**config.mk**
```make
export PLATFORM = sky130hd
export DESIGN_NAME = writebacker
export DESIGN_NICKNAME = d
export VERILOG_FILES = /design/src/rtl/writebacker.sv
export SDC_FILE = /design/constraint.sdc
export NUM_CORES = 1
export LEC_CHECK = 0
export ABC_AREA = 1
export CAP_MARGIN = 20
export CORE_ASPECT_RATIO = 0.5
export CORE_UTILIZATION = 45
export DETAILED_ROUTE_END_ITERATION = 10
export PLACE_DENSITY_LB_ADDON = 0.3
export SLEW_MARGIN = 20
export SYNTH_ARGS = -nofsm -noshare
export SYNTH_HDL_FRONTEND = slang
export SYNTH_SLANG_ARGS = --single-unit
```
**constraint.sdc**
```tcl
create_clock -name CLK -period 6.7 [get_ports CLK]
set_input_delay 1.34 -clock CLK [delete_from_list [all_inputs] [get_ports CLK]]
set_output_delay 1.34 -clock CLK [all_outputs]
set_load 0.05 [all_outputs]
```
**src/rtl/writebacker.sv**
```systemverilog
// -----------------------------------------------------------------------------
// writebacker
//
// Purpose:
//   Retire / writeback stage sitting directly behind the executer. It accepts
//   one executed instruction per valid/ready handshake, drives the register
//   file write port, owns the architectural PC and counts retired
//   instructions. Loads park in LOAD_WAIT until the synchronous data memory
//   has produced its word, which is then sliced and extended per funct3.
//
// Parameters:
//   RESET_PC     PC value loaded while RST is high.
//   MEM_LATENCY  cycles from accept until MEMORY_OUT is valid (1..7).
//
// Ports:
//   CLK, RST          clock (rising edge) and asynchronous active-high reset
//   IN_VALID/IN_READY handshake with the executer; IN_READY = state is IDLE
//   EXEC_RD           ALU result (write data for non-loads)
//   JUMP_DEST         next PC computed by the executer
//   MEMORY_OUT        data-memory read word, sampled at the end of the wait
//   IN_RD_ADDR/IN_RD_WE   destination register and its write request
//   IN_IS_LOAD/IN_FUNCT3/IN_BYTE_SEL  load flag, width/sign and byte offset
//   WB_WE/WB_ADDR/WB_DATA register-file write port (WB_WE is a 1-cycle pulse)
//   PC                architectural PC
//   RETIRE            1-cycle pulse per retired instruction
//   LOAD_ERR          1-cycle pulse when a load carried an illegal funct3
//   RETIRE_COUNT      free-running retired-instruction counter, wraps
// -----------------------------------------------------------------------------
module writebacker #(
  parameter logic [31:0] RESET_PC    = 32'd0,
  parameter int unsigned MEM_LATENCY = 1
) (
  input  logic        CLK,
  input  logic        RST,
  input  logic        IN_VALID,
  output logic        IN_READY,
  input  logic [31:0] EXEC_RD,
  input  logic [31:0] JUMP_DEST,
  input  logic [31:0] MEMORY_OUT,
  input  logic [4:0]  IN_RD_ADDR,
  input  logic        IN_RD_WE,
  input  logic        IN_IS_LOAD,
  input  logic [2:0]  IN_FUNCT3,
  input  logic [1:0]  IN_BYTE_SEL,
  output logic        WB_WE,
  output logic [4:0]  WB_ADDR,
  output logic [31:0] WB_DATA,
  output logic [31:0] PC,
  output logic        RETIRE,
  output logic        LOAD_ERR,
  output logic [31:0] RETIRE_COUNT
);

  localparam logic [0:0] ST_IDLE      = 1'b0;
  localparam logic [0:0] ST_LOAD_WAIT = 1'b1;

  localparam logic [2:0] F3_LB  = 3'b000;
  localparam logic [2:0] F3_LH  = 3'b001;
  localparam logic [2:0] F3_LW  = 3'b010;
  localparam logic [2:0] F3_LBU = 3'b100;
  localparam logic [2:0] F3_LHU = 3'b101;

  localparam logic [2:0] LOAD_LAT = 3'(MEM_LATENCY);

  // Control state
  logic [0:0]  state_q, state_d;
  logic [2:0]  waitCnt_q, waitCnt_d;

  // Load instruction captured at accept so upstream may move on
  logic [4:0]  ldRdAddr_q, ldRdAddr_d;
  logic        ldRdWe_q, ldRdWe_d;
  logic [2:0]  ldFunct3_q, ldFunct3_d;
  logic [1:0]  ldByteSel_q, ldByteSel_d;
  logic [31:0] ldPc_q, ldPc_d;

  // Registered retire outputs
  logic        wbWe_q, wbWe_d;
  logic [4:0]  wbAddr_q, wbAddr_d;
  logic [31:0] wbData_q, wbData_d;
  logic [31:0] pc_q, pc_d;
  logic        retire_q, retire_d;
  logic        loadErr_q, loadErr_d;
  logic [31:0] retireCount_q, retireCount_d;

  // Load extraction
  logic [7:0]  loadByte;
  logic [15:0] loadHalf;
  logic [31:0] loadValue;
  logic        loadFunct3Ok;

  // Retire request assembled by the FSM, applied to the output registers
  logic        retireNow;
  logic        retireWe;
  logic        retireErr;
  logic [4:0]  retireAddr;
  logic [31:0] retireData;
  logic [31:0] retirePc;

  assign IN_READY = (state_q == ST_IDLE);

  // Slice the memory word using the captured byte offset. Halfwords only look
  // at the upper offset bit, so an odd offset silently rounds down instead of
  // trapping. Unknown funct3 values leave loadFunct3Ok low.
  always_comb begin
    loadByte     = MEMORY_OUT[{ldByteSel_q, 3'b000} +: 8];
    loadHalf     = MEMORY_OUT[{ldByteSel_q[1], 4'b0000} +: 16];
    loadValue    = MEMORY_OUT;
    loadFunct3Ok = 1'b1;
    case (ldFunct3_q)
      F3_LB:   loadValue = {{24{loadByte[7]}}, loadByte};
      F3_LBU:  loadValue = {24'd0, loadByte};
      F3_LH:   loadValue = {{16{loadHalf[15]}}, loadHalf};
      F3_LHU:  loadValue = {16'd0, loadHalf};
      F3_LW:   loadValue = MEMORY_OUT;
      default: loadFunct3Ok = 1'b0;
    endcase
  end

  // Handshake / load-wait sequencing. A non-load retires on the accept edge
  // itself, so the stage never leaves IDLE and sustains one retire per cycle.
  // A load records everything it needs and counts down; the edge at which the
  // counter reads 1 is the one where MEMORY_OUT is valid, and that same edge
  // retires the load and reopens the handshake.
  always_comb begin
    state_d     = state_q;
    waitCnt_d   = waitCnt_q;
    ldRdAddr_d  = ldRdAddr_q;
    ldRdWe_d    = ldRdWe_q;
    ldFunct3_d  = ldFunct3_q;
    ldByteSel_d = ldByteSel_q;
    ldPc_d      = ldPc_q;

    retireNow  = 1'b0;
    retireWe   = 1'b0;
    retireErr  = 1'b0;
    retireAddr = IN_RD_ADDR;
    retireData = EXEC_RD;
    retirePc   = JUMP_DEST;

    case (state_q)
      ST_IDLE: begin
        if (IN_VALID) begin
          if (IN_IS_LOAD) begin
            state_d     = ST_LOAD_WAIT;
            waitCnt_d   = LOAD_LAT;
            ldRdAddr_d  = IN_RD_ADDR;
            ldRdWe_d    = IN_RD_WE;
            ldFunct3_d  = IN_FUNCT3;
            ldByteSel_d = IN_BYTE_SEL;
            ldPc_d      = JUMP_DEST;
          end else begin
            retireNow = 1'b1;
            retireWe  = IN_RD_WE && (IN_RD_ADDR != 5'd0);
          end
        end
      end
      ST_LOAD_WAIT: begin
        if (waitCnt_q == 3'd1) begin
          state_d    = ST_IDLE;
          retireNow  = 1'b1;
          retireErr  = !loadFunct3Ok;
          retireWe   = ldRdWe_q && (ldRdAddr_q != 5'd0) && loadFunct3Ok;
          retireAddr = ldRdAddr_q;
          retireData = loadValue;
          retirePc   = ldPc_q;
        end else begin
          waitCnt_d = waitCnt_q - 3'd1;
        end
      end
      default: state_d = ST_IDLE;
    endcase
  end

  // Output register next-state. Pulses fall back to 0 unless something
  // retires; the write address/data only move when a write actually happens,
  // so they hold their previous contents otherwise.
  always_comb begin
    wbWe_d        = retireWe;
    retire_d      = retireNow;
    loadErr_d     = retireErr;
    wbAddr_d      = retireWe ? retireAddr : wbAddr_q;
    wbData_d      = retireWe ? retireData : wbData_q;
    pc_d          = retireNow ? retirePc : pc_q;
    retireCount_d = retireNow ? (retireCount_q + 32'd1) : retireCount_q;
  end

  // All state, with asynchronous reset. Resetting mid-wait simply discards the
  // pending load because the state returns to IDLE and no retire is staged.
  always_ff @(posedge CLK or posedge RST) begin
    if (RST) begin
      state_q       <= ST_IDLE;
      waitCnt_q     <= 3'd0;
      ldRdAddr_q    <= 5'd0;
      ldRdWe_q      <= 1'b0;
      ldFunct3_q    <= 3'd0;
      ldByteSel_q   <= 2'd0;
      ldPc_q        <= 32'd0;
      wbWe_q        <= 1'b0;
      wbAddr_q      <= 5'd0;
      wbData_q      <= 32'd0;
      pc_q          <= RESET_PC;
      retire_q      <= 1'b0;
      loadErr_q     <= 1'b0;
      retireCount_q <= 32'd0;
    end else begin
      state_q       <= state_d;
      waitCnt_q     <= waitCnt_d;
      ldRdAddr_q    <= ldRdAddr_d;
      ldRdWe_q      <= ldRdWe_d;
      ldFunct3_q    <= ldFunct3_d;
      ldByteSel_q   <= ldByteSel_d;
      ldPc_q        <= ldPc_d;
      wbWe_q        <= wbWe_d;
      wbAddr_q      <= wbAddr_d;
      wbData_q      <= wbData_d;
      pc_q          <= pc_d;
      retire_q      <= retire_d;
      loadErr_q     <= loadErr_d;
      retireCount_q <= retireCount_d;
    end
  end

  assign WB_WE        = wbWe_q;
  assign WB_ADDR      = wbAddr_q;
  assign WB_DATA      = wbData_q;
  assign PC           = pc_q;
  assign RETIRE       = retire_q;
  assign LOAD_ERR     = loadErr_q;
  assign RETIRE_COUNT = retireCount_q;

endmodule

```
==> results of run 1 <==
## state kept, by name, summed over array words and instances (netlist names), 2 cells and up
signal,cells
WB_DATA,32
PC,32
waitCnt_q,3
ldFunct3_q,3
ldPc_q,32
ldRdAddr_q,5
ldByteSel_q,2
WB_ADDR,5
RETIRE_COUNT,32
## cells by family after synthesis
logic type	Yosys count	synth area share, %
simple gates	560	30.5
compound gates	180	11.9
flops	151	47.7
buf+inv	148	7.85
xor+xnor	15	1.66
fa+ha+maj	3	0.474
## cell type report
class                      count  area [sq um]  area share, %
clock inverter                12           141           1.31
clock buffer                  20           447           4.15
tap                          227           284           2.64
multi-input combinational    758          3530           32.8
inverter                      99           377           3.50
timing repair buffer         219          2200           20.5
sequential                   151          3780           35.1
## final timing paths
path	cells past startpoint	endpoint	slack, ns
setup / recovery	8	WB_DATA[6]$_DFFE_PP0P_	3.46
hold / removal	2	PC[23]$_DFFE_PP0P_	0.48
setup reg to reg	10	RETIRE_COUNT[22]$_DFFE_PP0P_	4.06
hold reg to reg	2	PC[23]$_DFFE_PP0P_	0.48
max in group asynchronous	3	ldFunct3_q[1]$_DFFE_PP0P_	3.86
min in group asynchronous	2	RETIRE$_DFF_PP0_	1.46
## worst max-delay path: cells and delay by family
family,cells,cell delay [ns]
buffers and inverters,2,0.88
and+or+nand+nor,6,1.31
## layout by cell type (no fill, tap or decap), types with 8 or more instances in the layout
cell type	Yosys	layout
sky130_fd_sc_hd__nand2_1	372	372
sky130_fd_sc_hd__clkdlybuf4s50_1	0	215
sky130_fd_sc_hd__dfrtp_1	151	150
sky130_fd_sc_hd__o21ai_0	116	116
sky130_fd_sc_hd__inv_1	97	96
sky130_fd_sc_hd__nand3_1	69	68
sky130_fd_sc_hd__nor2_1	56	56
sky130_fd_sc_hd__a21oi_1	43	43
sky130_fd_sc_hd__or2_2	18	18
sky130_fd_sc_hd__clkbuf_16	0	17
sky130_fd_sc_hd__nand4_1	12	12
sky130_fd_sc_hd__nand3b_1	11	11
sky130_fd_sc_hd__a21boi_0	9	9
sky130_fd_sc_hd__xor2_1	8	8
## where the power goes
group	leakage [nW]	internal [mW]	total (mW)	switching (mW)
registers	1.89	1.27	1.56	0.288
clock network	0.275	0.564	0.959	0.395
logic	2.94	0.784	2.39	1.60
## per-stage QoR
| stage | utilization (%) | cells | worst slack, ns |
|---|---|---|---|
| after CTS | 63.9 | 1485 | 3.48 |
| after global routing | 64.0 | 1486 | 3.27 |
| final | 64.0 | 1486 | 3.46 |
| after floorplan | - | 1057 | 1.30 |
| after detailed placement | 60.4 | 1453 | 3.03 |
| after global placement | 60.4 | 1453 | 3.11 |
## metal layers
metal / part of all wire [%] / wire, um
met1: 43 / 9520
met2: 49 / 10900
met3: 6.2 / 1380
met4: 1.6 / 356
met5: 0 / 0
==> metrics.log, run 1 <==
[metrics] total design power: slightly below 5 mW
[metrics] async set-reset flop share out of synthesis: between 90% and 100%
[metrics] reported leakage power: 5.11 nW
[metrics] fraction of final layout cells with drive strength greater than 1: under 10%
[metrics] sequential cell area fraction in the yosys report: 47.7%
[metrics] Commonest cells post-synth: sky130_fd_sc_hd__nand2_1, sky130_fd_sc_hd__dfrtp_1, sky130_fd_sc_hd__o21ai_0
[metrics] pwr dens: between 400 and 500 nW/um^2
[metrics] crit path from: IN_VALID
[metrics] slew margin rel.: ~46%
[metrics] clock latency on the worst-skew pair: between 0.4 and 0.5 ns
[metrics] initial standard-cell utilization of the core: between 40% and 50%
[metrics] startpoint of the worst-slack reg-to-reg timing path: waitCnt_q[1]$_DFFE_PP0P_
[metrics] largest fanout on the critical path: 35
[metrics] routed via count: around 7600
[metrics] count of maximum capacitance violations: 0
[metrics] num rows: 33
[metrics] number of slew-limit violations in the final report: 0
[metrics] CTS sink cnt: approximately 150
[metrics] GR Layer Usage met3: under 10%
[metrics] post-synth net total: 1171
[metrics] RSZ-0062 raised after global routing: false
[metrics] HPWL Detailed: 15700 um
[metrics] total non-filler cell area in the finished layout: between 10000 and 15000 sq um
[metrics] Final Routed Wirelength: approximately 22000 um
[metrics] Antenna Nets Post-Route: 0
[metrics] largest net degree at the start of global routing: roughly 120
[metrics] core outline area: 16800 sq um
[metrics] synthesized instance count: ~1100
[metrics] number of enable-type register cells in the synthesized netlist: 0
[metrics] Placement Cell Area: 10100 sq um
[metrics] die extent in y: 95.8 um
[metrics] clock buffers created by TritonCTS: 17
[metrics] via/cell ratio: 5.15
[metrics] TritonCTS clock tree: built
[metrics] total grt overflow: 0
[metrics] drt initial violations: roughly 740
[metrics] post-synth top area cell: sky130_fd_sc_hd__dfrtp_1
[metrics] share of the clock period used by the worst path after layout: approximately half
[metrics] type of element capturing the critical path: flop
[metrics] number of library cell types mapped by synthesis: 33
[metrics] Final GP Congestion: between 0.8 and 0.9
[metrics] cell repeated most along the worst path: sky130_fd_sc_hd__nand2_1
[metrics] area added between synthesis and finish: 35.8%
[metrics] f_max: between 300 and 400 MHz
[metrics] minimum hold slack: about 0.48 ns
[metrics] H-tree lvl count: 4
[metrics] critical path, cell by cell: clkdlybuf4s50_1 > nand3b_4 > nor2_1 > nand2_2 > nand2_4 > inv_2 > nand2_1 > nand2_1
[metrics] die width: ~190 um
[metrics] number of nets at the end of the flow: about 1400
[metrics] CP Launch Type: input pin
[metrics] most used routing layer: met2
[metrics] total of hold buffers inserted after clock tree synthesis: 0
[metrics] number of antenna violations at the first check in global routing: 0
[metrics] met2 Usage GRT: 42.7%
[metrics] postcts setup bufs: 0
[metrics] number of global-route vias before repair: 7223
[metrics] maximum count of clock buffers along a single path: 2
[metrics] drc violations: 0
[metrics] die footprint: approximately 18000 sq um
[metrics] clock slew at reported path FFs: roughly 0.060 ns
[metrics] minimum clock period: between 3 and 4 ns
[metrics] global-route wire length before repair: approximately 36000 um
[metrics] highest-delay cell along the critical path: sky130_fd_sc_hd__clkdlybuf4s50_1
[metrics] #FFs+latches synth: 151
[metrics] root buffer cell: sky130_fd_sc_hd__clkbuf_16
[metrics] hold violation total from the final report: 0
[metrics] Sum Neg Setup Slack: 0 ns
[metrics] area of the mapped netlist: between 7000 and 8000 sq um
[metrics] category of the critical setup timing path: input pin to flop
[metrics] top-count cell post-synth: sky130_fd_sc_hd__nand2_1
[metrics] overall fraction of global-route tracks in use: 25.0%
[metrics] number of cells upsized or downsized after cts: 0
[metrics] main flop type after synthesis: sky130_fd_sc_hd__dfrtp_1
[metrics] required time at the worst-slack endpoint: approximately 7 ns
[metrics] # setup viols final: 0
[metrics] hold path start: PC[23]$_DFFE_PP0P_
[metrics] outcome: completed
[metrics] critical path's largest stage delay: about 0.56 ns
[metrics] number of input and output port buffers inserted: 215
[metrics] data arrival time of the worst path: roughly 3.5 ns
[metrics] actual transition at the worst max-transition pin: between 0.8 and 0.9 ns
[metrics] maximum resistive drop on vdd: 0.374 mV
[metrics] Hold Path Class: flop to flop
[metrics] Filler Cells Inserted: around 1500
[metrics] global routing met1 resource utilization: between 30% and 40%
[metrics] diode insertion count for antenna repair: 0
[metrics] portion of synthesized cell area occupied by the leading cell type: a little under half
[metrics] Ys Warns: 0
[metrics] post-route clock skew: approximately 0.012 ns
[metrics] average wire per standard cell: ~15 um
[metrics] number of iterations in the first detailed-routing pass: 5
[metrics] average instance area after synthesis: about 7.5 sq um
[metrics] num ports: roughly 220
[metrics] cell types with the largest area share after synthesis: sky130_fd_sc_hd__dfrtp_1, sky130_fd_sc_hd__nand2_1, sky130_fd_sc_hd__o21ai_0
Note: power is estimated with default switching activity, not from simulation.
==> run 2, diff against run 1 <==
==> constraint.sdc (replaced) <==
create_clock -name CLK -period 3.1 [get_ports CLK]
set_input_delay 0.62 -clock CLK [delete_from_list [all_inputs] [get_ports CLK]]
set_output_delay 0.62 -clock CLK [all_outputs]
set_load 0.05 [all_outputs]
==> metrics.log, run 2 (synthesis gave the netlist of run 1 again) <==
[metrics] highest-delay cell along the critical path: sky130_fd_sc_hd__nand2_2
[metrics] outcome: completed
[metrics] fraction of final layout cells with drive strength greater than 1: 6.55% (+0.67 points)
[metrics] number of nets at the end of the flow: 1369 (+0.66%)
[metrics] hold violation total from the final report: 0 (unchanged)
[metrics] RSZ-0062 raised after global routing: false
[metrics] data arrival time of the worst path: 2.89 ns (-0.65 ns)
[metrics] required time at the worst-slack endpoint: 3.41 ns (-3.59 ns)
[metrics] number of global-route vias before repair: 7389 (+2.3%)
[metrics] area added between synthesis and finish: 37.8%
[metrics] number of input and output port buffers inserted: 215 (unchanged)
[metrics] overall fraction of global-route tracks in use: 26.1% (+1.2 points)
[metrics] Placement Cell Area: 10300 sq um (+1.5%)
[metrics] diode insertion count for antenna repair: 0 (unchanged)
[metrics] initial standard-cell utilization of the core: 47.2% (unchanged)
[metrics] non-filler instance count after layout: 1494 (+0.54%)
[metrics] via/cell ratio: 5.16 (+0.27%)
[metrics] routed via count: 7710 (+0.81%)
[metrics] startpoint of the worst-slack reg-to-reg timing path: waitCnt_q[1]$_DFFE_PP0P_
[metrics] maximum resistive drop on vdd: 0.684 mV (+83%)
[metrics] endpoint of the worst hold-timing path: PC[16]$_DFFE_PP0P_
[metrics] critical path's largest stage delay: 0.58 ns (+0.02 ns)
[metrics] reported leakage power: 5.19 nW (+1.7%)
[metrics] critical path, cell by cell: inv_1 > ha_1 > nand3_4 > nand2_2 > inv_1 > buf_4 > nand2_1 > nand2_1
[metrics] type of element capturing the critical path: flop
[metrics] Min-Delay Path Depth: 2 (unchanged)
[metrics] root buffer cell: sky130_fd_sc_hd__clkbuf_16
[metrics] CTS sink cnt: 151 (unchanged)
[metrics] Filler Cells Inserted: 1440 (-2.5%)
[metrics] clock buffers created by TritonCTS: 17 (unchanged)
[metrics] most common library cell in the layout ignoring fill and taps: sky130_fd_sc_hd__nand2_1
[metrics] number of cells upsized or downsized after cts: 0 (unchanged)
[metrics] slack of the worst reg-to-reg path: 0.52 ns (-3.54 ns)
[metrics] largest fanout on the critical path: 51 (+46%)
[metrics] actual transition at the worst max-transition pin: 0.800 ns (-0.0160 ns)
[metrics] clock slew at reported path FFs: 0.06 ns (about the same)
[metrics] Sum Neg Setup Slack: 0 ns (unchanged)
[metrics] die footprint: 18200 sq um (unchanged)
[metrics] Hold Path Class: flop to flop
[metrics] num ports: 216 (unchanged)
[metrics] endpoint of the worst register-to-register path: PC[13]$_DFFE_PP0P_
[metrics] category of the critical setup timing path: flop to flop
[metrics] minimum clock period: approximately 2.6 ns
[metrics] number of slew-limit violations in the final report: 0 (unchanged)
[metrics] number of antenna violations at the first check in global routing: 0 (unchanged)
[metrics] maximum count of clock buffers along a single path: 2 (unchanged)
[metrics] TritonCTS clock tree: built
[metrics] length in cells of the worst reg-to-reg path: 8 (-2)
[metrics] global-route wire length before repair: 36900 um (+3.6%)
[metrics] postcts setup bufs: 0 (unchanged)
[metrics] num rows: 33 (unchanged)
[metrics] die extent in y: 95.8 um (unchanged)
[metrics] CP Launch Type: flop
[metrics] core outline area: 16800 sq um (unchanged)
[metrics] HPWL Detailed: 16200 um (+3.3%)
[metrics] minimum hold slack: 0.479 ns (-0.000957 ns)
[metrics] f_max: 387 MHz
[metrics] number of iterations in the first detailed-routing pass: 5 (unchanged)
[metrics] average wire per standard cell: 15.2 um (+1.8%)
[metrics] drc violations: 0 (unchanged)
[metrics] drt initial violations: 585 (-21%)
[metrics] Final Routed Wirelength: 22700 um (+2.4%)
[metrics] count of maximum capacitance violations: 0 (unchanged)
[metrics] total non-filler cell area in the finished layout: 10900 sq um (+1.5%)
[metrics] hold path start: PC[16]$_DFFE_PP0P_
[metrics] total of hold buffers inserted after clock tree synthesis: 0 (unchanged)
[metrics] total grt overflow: 0 (unchanged)
[metrics] Antenna Nets Post-Route: 0 (unchanged)
[metrics] slew margin rel.: 46.5% (+0.94 points)
[metrics] number of placed instances, taps included: 1463 (+0.69%)
[metrics] highest-count cells in the layout ignoring fill and taps: sky130_fd_sc_hd__nand2_1, sky130_fd_sc_hd__clkdlybuf4s50_1, sky130_fd_sc_hd__dfrtp_1
[metrics] Final GP Congestion: 0.890 (+1.3%)
[metrics] # setup viols final: 0 (unchanged)
[metrics] pwr dens: 990 nW/um^2 (+120%)
[metrics] share of the clock period used by the worst path after layout: between 80% and 90%
[metrics] post-layout utilization of the core: 65.0% (+0.95 points)
[metrics] H-tree lvl count: 4 (unchanged)
[metrics] die width: 190 um (unchanged)
[metrics] post-route clock skew: 0.0110 ns (-0.000894 ns)
[metrics] clock latency on the worst-skew pair: 0.43 ns (about the same)
[metrics] largest net degree at the start of global routing: 66 (-43%)
run 2: through the flow:
stage / total power [mW] / setup slack [ns]
2_1_floorplan: 6.86 / 0.577
3_3_place_gp: 8.47 / 0.636
3_5_place_dp: 8.57 / 0.532
4_1_cts: 10.8 / 0.515
5_1_grt: 11.4 / 0.261
6_report: 10.8 / 0.518
run 2: critical path: cells and delay by family, from the launching register on:
kind,cells,cell delay (ns)
buffers and inverters,3,0.64
adders and majority gates,1,0.23
DFF,1,0.36
and+or+nand+nor,4,1.20
run 2: layout make-up:
class	instances	area, sq um	share of cell area [%]
Sequential cell	151	3780	34.6
Multi-Input combinational cell	758	3530	32.3
Timing Repair Buffer	228	2320	21.3
Clock buffer	20	467	4.27
Inverter	99	375	3.44
Tap cell	227	284	2.60
Clock inverter	11	160	1.47
run 2: how the worst max path moves through the flow:
stage / start / endpoint / slack [ns] / cells past startpoint
floorplan: RST / LOAD_ERR$_DFF_PP0_ / 0.58 / 1
global placement: IN_IS_LOAD / PC[25]$_DFFE_PP0P_ / 0.64 / 7
detailed placement: waitCnt_q[1]$_DFFE_PP0P_ / PC[13]$_DFFE_PP0P_ / 0.53 / 8
CTS: waitCnt_q[1]$_DFFE_PP0P_ / PC[13]$_DFFE_PP0P_ / 0.52 / 8
global route: waitCnt_q[1]$_DFFE_PP0P_ / PC[13]$_DFFE_PP0P_ / 0.26 / 8
finish: waitCnt_q[1]$_DFFE_PP0P_ / PC[13]$_DFFE_PP0P_ / 0.52 / 8
run 2: power breakdown:
group | total (mW) | internal [mW] | switching [mW]
Combinational | 5.26 | 1.72 | 3.54
Clock | 2.23 | 1.35 | 0.882
Sequential | 3.31 | 2.74 | 0.576
run 2: layer usage:
| metal | routed length (um) | vias up | track usage [%] |
|---|---|---|---|
| met2 | 11100 | 251 | 44.6 |
| met3 | 1250 | 43 | 4.85 |
| met1 | 9830 | 3654 | 33.3 |
| met5 | 0 | - | 0 |
| met4 | 512 | 0 | 10.6 |
| li1 | - | 3762 | - |
==> run 3, diff against run 2 <==
--- a/config.mk
+++ b/config.mk
@@ -8,7 +8,7 @@
 export ABC_AREA = 1
 export CAP_MARGIN = 20
 export CORE_ASPECT_RATIO = 0.5
-export CORE_UTILIZATION = 45
+export CORE_UTILIZATION = 44
 export DETAILED_ROUTE_END_ITERATION = 10
 export PLACE_DENSITY_LB_ADDON = 0.3
 export SLEW_MARGIN = 20
==> constraint.sdc (replaced) <==
create_clock -name CLK -period 2.3 [get_ports CLK]
set_input_delay 0.46 -clock CLK [delete_from_list [all_inputs] [get_ports CLK]]
set_output_delay 0.46 -clock CLK [all_outputs]
set_load 0.05 [all_outputs]
==> metrics.log, run 3 (synthesis gave the netlist of run 1 again) <==
[metrics] Top Metal Used: met4
[metrics] largest fanout on the critical path: 7 (-86%)
[metrics] highest-delay cell along the critical path: sky130_fd_sc_hd__clkdlybuf4s50_1
[metrics] area added between synthesis and finish: 37.4%
[metrics] # setup viols final: 0 (unchanged)
[metrics] H-tree lvl count: 4 (unchanged)
[metrics] share of the clock period used by the worst path after layout: 98.3%
[metrics] count of maximum capacitance violations: 0 (unchanged)
[metrics] met2 layer wire length in the routed design: 11200 um (+0.40%)
[metrics] Filler Cells Inserted: 1549 (+7.6%)
[metrics] final worst slack: 0.0393 ns (-0.479 ns)
[metrics] drc violations: 0 (unchanged)
[metrics] actual transition at the worst max-transition pin: 0.621 ns (-0.179 ns)
[metrics] largest net degree at the start of global routing: 81 (+23%)
[metrics] pwr dens: 1310 nW/um^2 (+32%)
[metrics] internal power component: 7.51 mW (+29%)
[metrics] die extent in y: 96.9 um (+1.1%)
[metrics] reported leakage power: 5.17 nW (-0.42%)
[metrics] initial standard-cell utilization of the core: 45.3% (-1.8 points)
[metrics] switching share of power: 47.3% (+0.99 points)
[metrics] data arrival time of the worst path: 1.80 ns (-1.09 ns)
[metrics] post-route clock skew: 0.0121 ns (+0.00111 ns)
[metrics] number of slew-limit violations in the final report: 0 (unchanged)
[metrics] sequential cell area in the final layout: 3780 sq um (unchanged)
[metrics] root buffer cell: sky130_fd_sc_hd__clkbuf_16
[metrics] Antenna Nets Post-Route: 0 (unchanged)
[metrics] average wire per standard cell: 15.0 um (-1.4%)
[metrics] HPWL Detailed: 16300 um (+0.62%)
[metrics] maximum count of clock buffers along a single path: 2 (unchanged)
[metrics] total design power: 14.3 mW (+32%)
[metrics] maximum resistive drop on vdd: 0.841 mV (+23%)
[metrics] number of input and output port buffers inserted: 215 (unchanged)
[metrics] number of nets at the end of the flow: 1375 (+0.44%)
[metrics] most common library cell in the layout ignoring fill and taps: sky130_fd_sc_hd__nand2_1
[metrics] Buffers & Inverters on Critical Path: 1 (-2)
[metrics] hold violation total from the final report: 0 (unchanged)
[metrics] required time at the worst-slack endpoint: 1.84 ns (-1.57 ns)
[metrics] total grt overflow: 0 (unchanged)
[metrics] CTS sink cnt: 151 (unchanged)
[metrics] f_max: 442 MHz
[metrics] critical path's largest stage delay: 0.87 ns (+0.29 ns)
[metrics] num rows: 34 (+3.0%)
[metrics] number of global-route vias before repair: 7669 (+3.8%)
[metrics] outcome: completed
[metrics] global-route wire length before repair: 36400 um (-1.1%)
[metrics] Final Routed Wirelength: 22600 um (-0.48%)
[metrics] slew margin rel.: 58.6% (+12 points)
[metrics] drt initial violations: 436 (-25%)
[metrics] type of element capturing the critical path: output port
[metrics] non-filler instance count after layout: 1508 (+0.94%)
[metrics] via/cell ratio: 5.08 (-1.6%)
[metrics] total of hold buffers inserted after clock tree synthesis: 0 (unchanged)
[metrics] Sum Neg Setup Slack: 0 ns (unchanged)
[metrics] area used by multi-input combinational logic: 3530 sq um (unchanged)
[metrics] category of the critical setup timing path: flop to output port
[metrics] core outline area: 17500 sq um (+4.0%)
[metrics] num ports: 216 (unchanged)
[metrics] overall fraction of global-route tracks in use: 24.9% (-1.3 points)
[metrics] CP Depth: 1 (-7)
[metrics] Hold Path Class: input pin to async pin
[metrics] amount of wire on met3 after detailed routing: 1160 um (-7.1%)
[metrics] worst slack after detailed placement: 0.0378 ns (-0.494 ns)
[metrics] wire length on met1: 9720 um (-1.1%)
[metrics] length in cells of the worst reg-to-reg path: 8 (unchanged)
[metrics] relative contribution of the clock network to total power: 18.6% (-2.0 points)
[metrics] critical path, cell by cell: clkdlybuf4s50_1
[metrics] die width: 192 um (+1.1%)
[metrics] CP Launch Type: flop
[metrics] number of antenna violations at the first check in global routing: 0 (unchanged)
[metrics] clock slew at reported path FFs: 0.07 ns (about the same)
[metrics] CP top delay family: buffers and inverters
[metrics] RSZ-0062 raised after global routing: false
[metrics] power share of the combinational group: 50.2% (+1.5 points)
[metrics] routed via count: 7661 (-0.64%)
[metrics] number of placed instances, taps included: 1476 (+0.89%)
[metrics] TritonCTS clock tree: built
[metrics] Final GP Congestion: 0.959 (+7.8%)
[metrics] diode insertion count for antenna repair: 0 (unchanged)
[metrics] clock latency on the worst-skew pair: 0.42 ns (about the same)
[metrics] highest-count cells in the layout ignoring fill and taps: sky130_fd_sc_hd__nand2_1, sky130_fd_sc_hd__clkdlybuf4s50_1, sky130_fd_sc_hd__dfrtp_1
[metrics] minimum clock period: ~2.3 ns
[metrics] clock buffers created by TritonCTS: 17 (unchanged)
[metrics] fraction of final layout cells with drive strength greater than 1: 6.99% (+0.43 points)
[metrics] number of iterations in the first detailed-routing pass: 5 (unchanged)
[metrics] reported net switching power: 6.74 mW (+35%)
[metrics] die footprint: 18600 sq um (+2.2%)
[metrics] proportion of power drawn by flip-flops and latches: 31.1% (+0.4 points)
## run 3: path summary, 6_finish.rpt
check                                                   from                 endpoint  slack (ns)
worst max-delay path            RETIRE_COUNT[27]$_DFFE_PP0P_         RETIRE_COUNT[27]        0.04
min in group CLK                           PC[3]$_DFFE_PP0P_        PC[3]$_DFFE_PP0P_        0.48
worst min-delay path                                     RST  WB_DATA[12]$_DFFE_PP0P_        0.36
worst min register to register             PC[3]$_DFFE_PP0P_        PC[3]$_DFFE_PP0P_        0.48
max in group asynchronous                                RST   ldPc_q[29]$_DFFE_PP0P_        1.36
worst max register to register      waitCnt_q[0]$_DFFE_PP0P_  WB_DATA[26]$_DFFE_PP0P_        0.30
## run 3: power by group through the flow
stage | registers, mW | clock network [mW] | logic [mW]
2_1_floorplan | 6.52 | 0 | 2.73
3_3_place_gp | 4.44 | 0 | 7.04
3_5_place_dp | 4.44 | 0 | 7.19
4_1_cts | 4.43 | 2.70 | 7.20
5_1_grt | 4.57 | 2.81 | 7.72
6_report | 4.44 | 2.65 | 7.16
## run 3: area by class of cell
type	instances	area share [%]
Timing Repair Buffer	234	21.6
Sequential cell	151	34.7
Clock inverter	13	1.03
Inverter	99	3.45
Clock buffer	19	4.07
Tap cell	234	2.69
Multi-Input combinational cell	758	32.4
## run 3: through the flow
stage	cell area, sq um	util, %	hold WS (ns)
global placement	10300	59.1	0.460
finish	10900	62.3	0.365
floorplan	7930	-	0.448
global route	10900	62.3	0.386
detailed placement	10300	59.1	0.465
CTS	10900	62.3	0.368
## run 3: metal layers
metal,global-route usage [%],up-vias
li1,-,3769
met1,30.2,3630
met2,43.6,224
met3,4.28,38
met4,9.77,0
met5,0,-
## run 3: what timing repair did
item / 4_1_cts / 5_1_grt
setup endpoints to repair: 1 / 0
buffers inserted: 0 / 0
gates resized for setup: 1 / 0
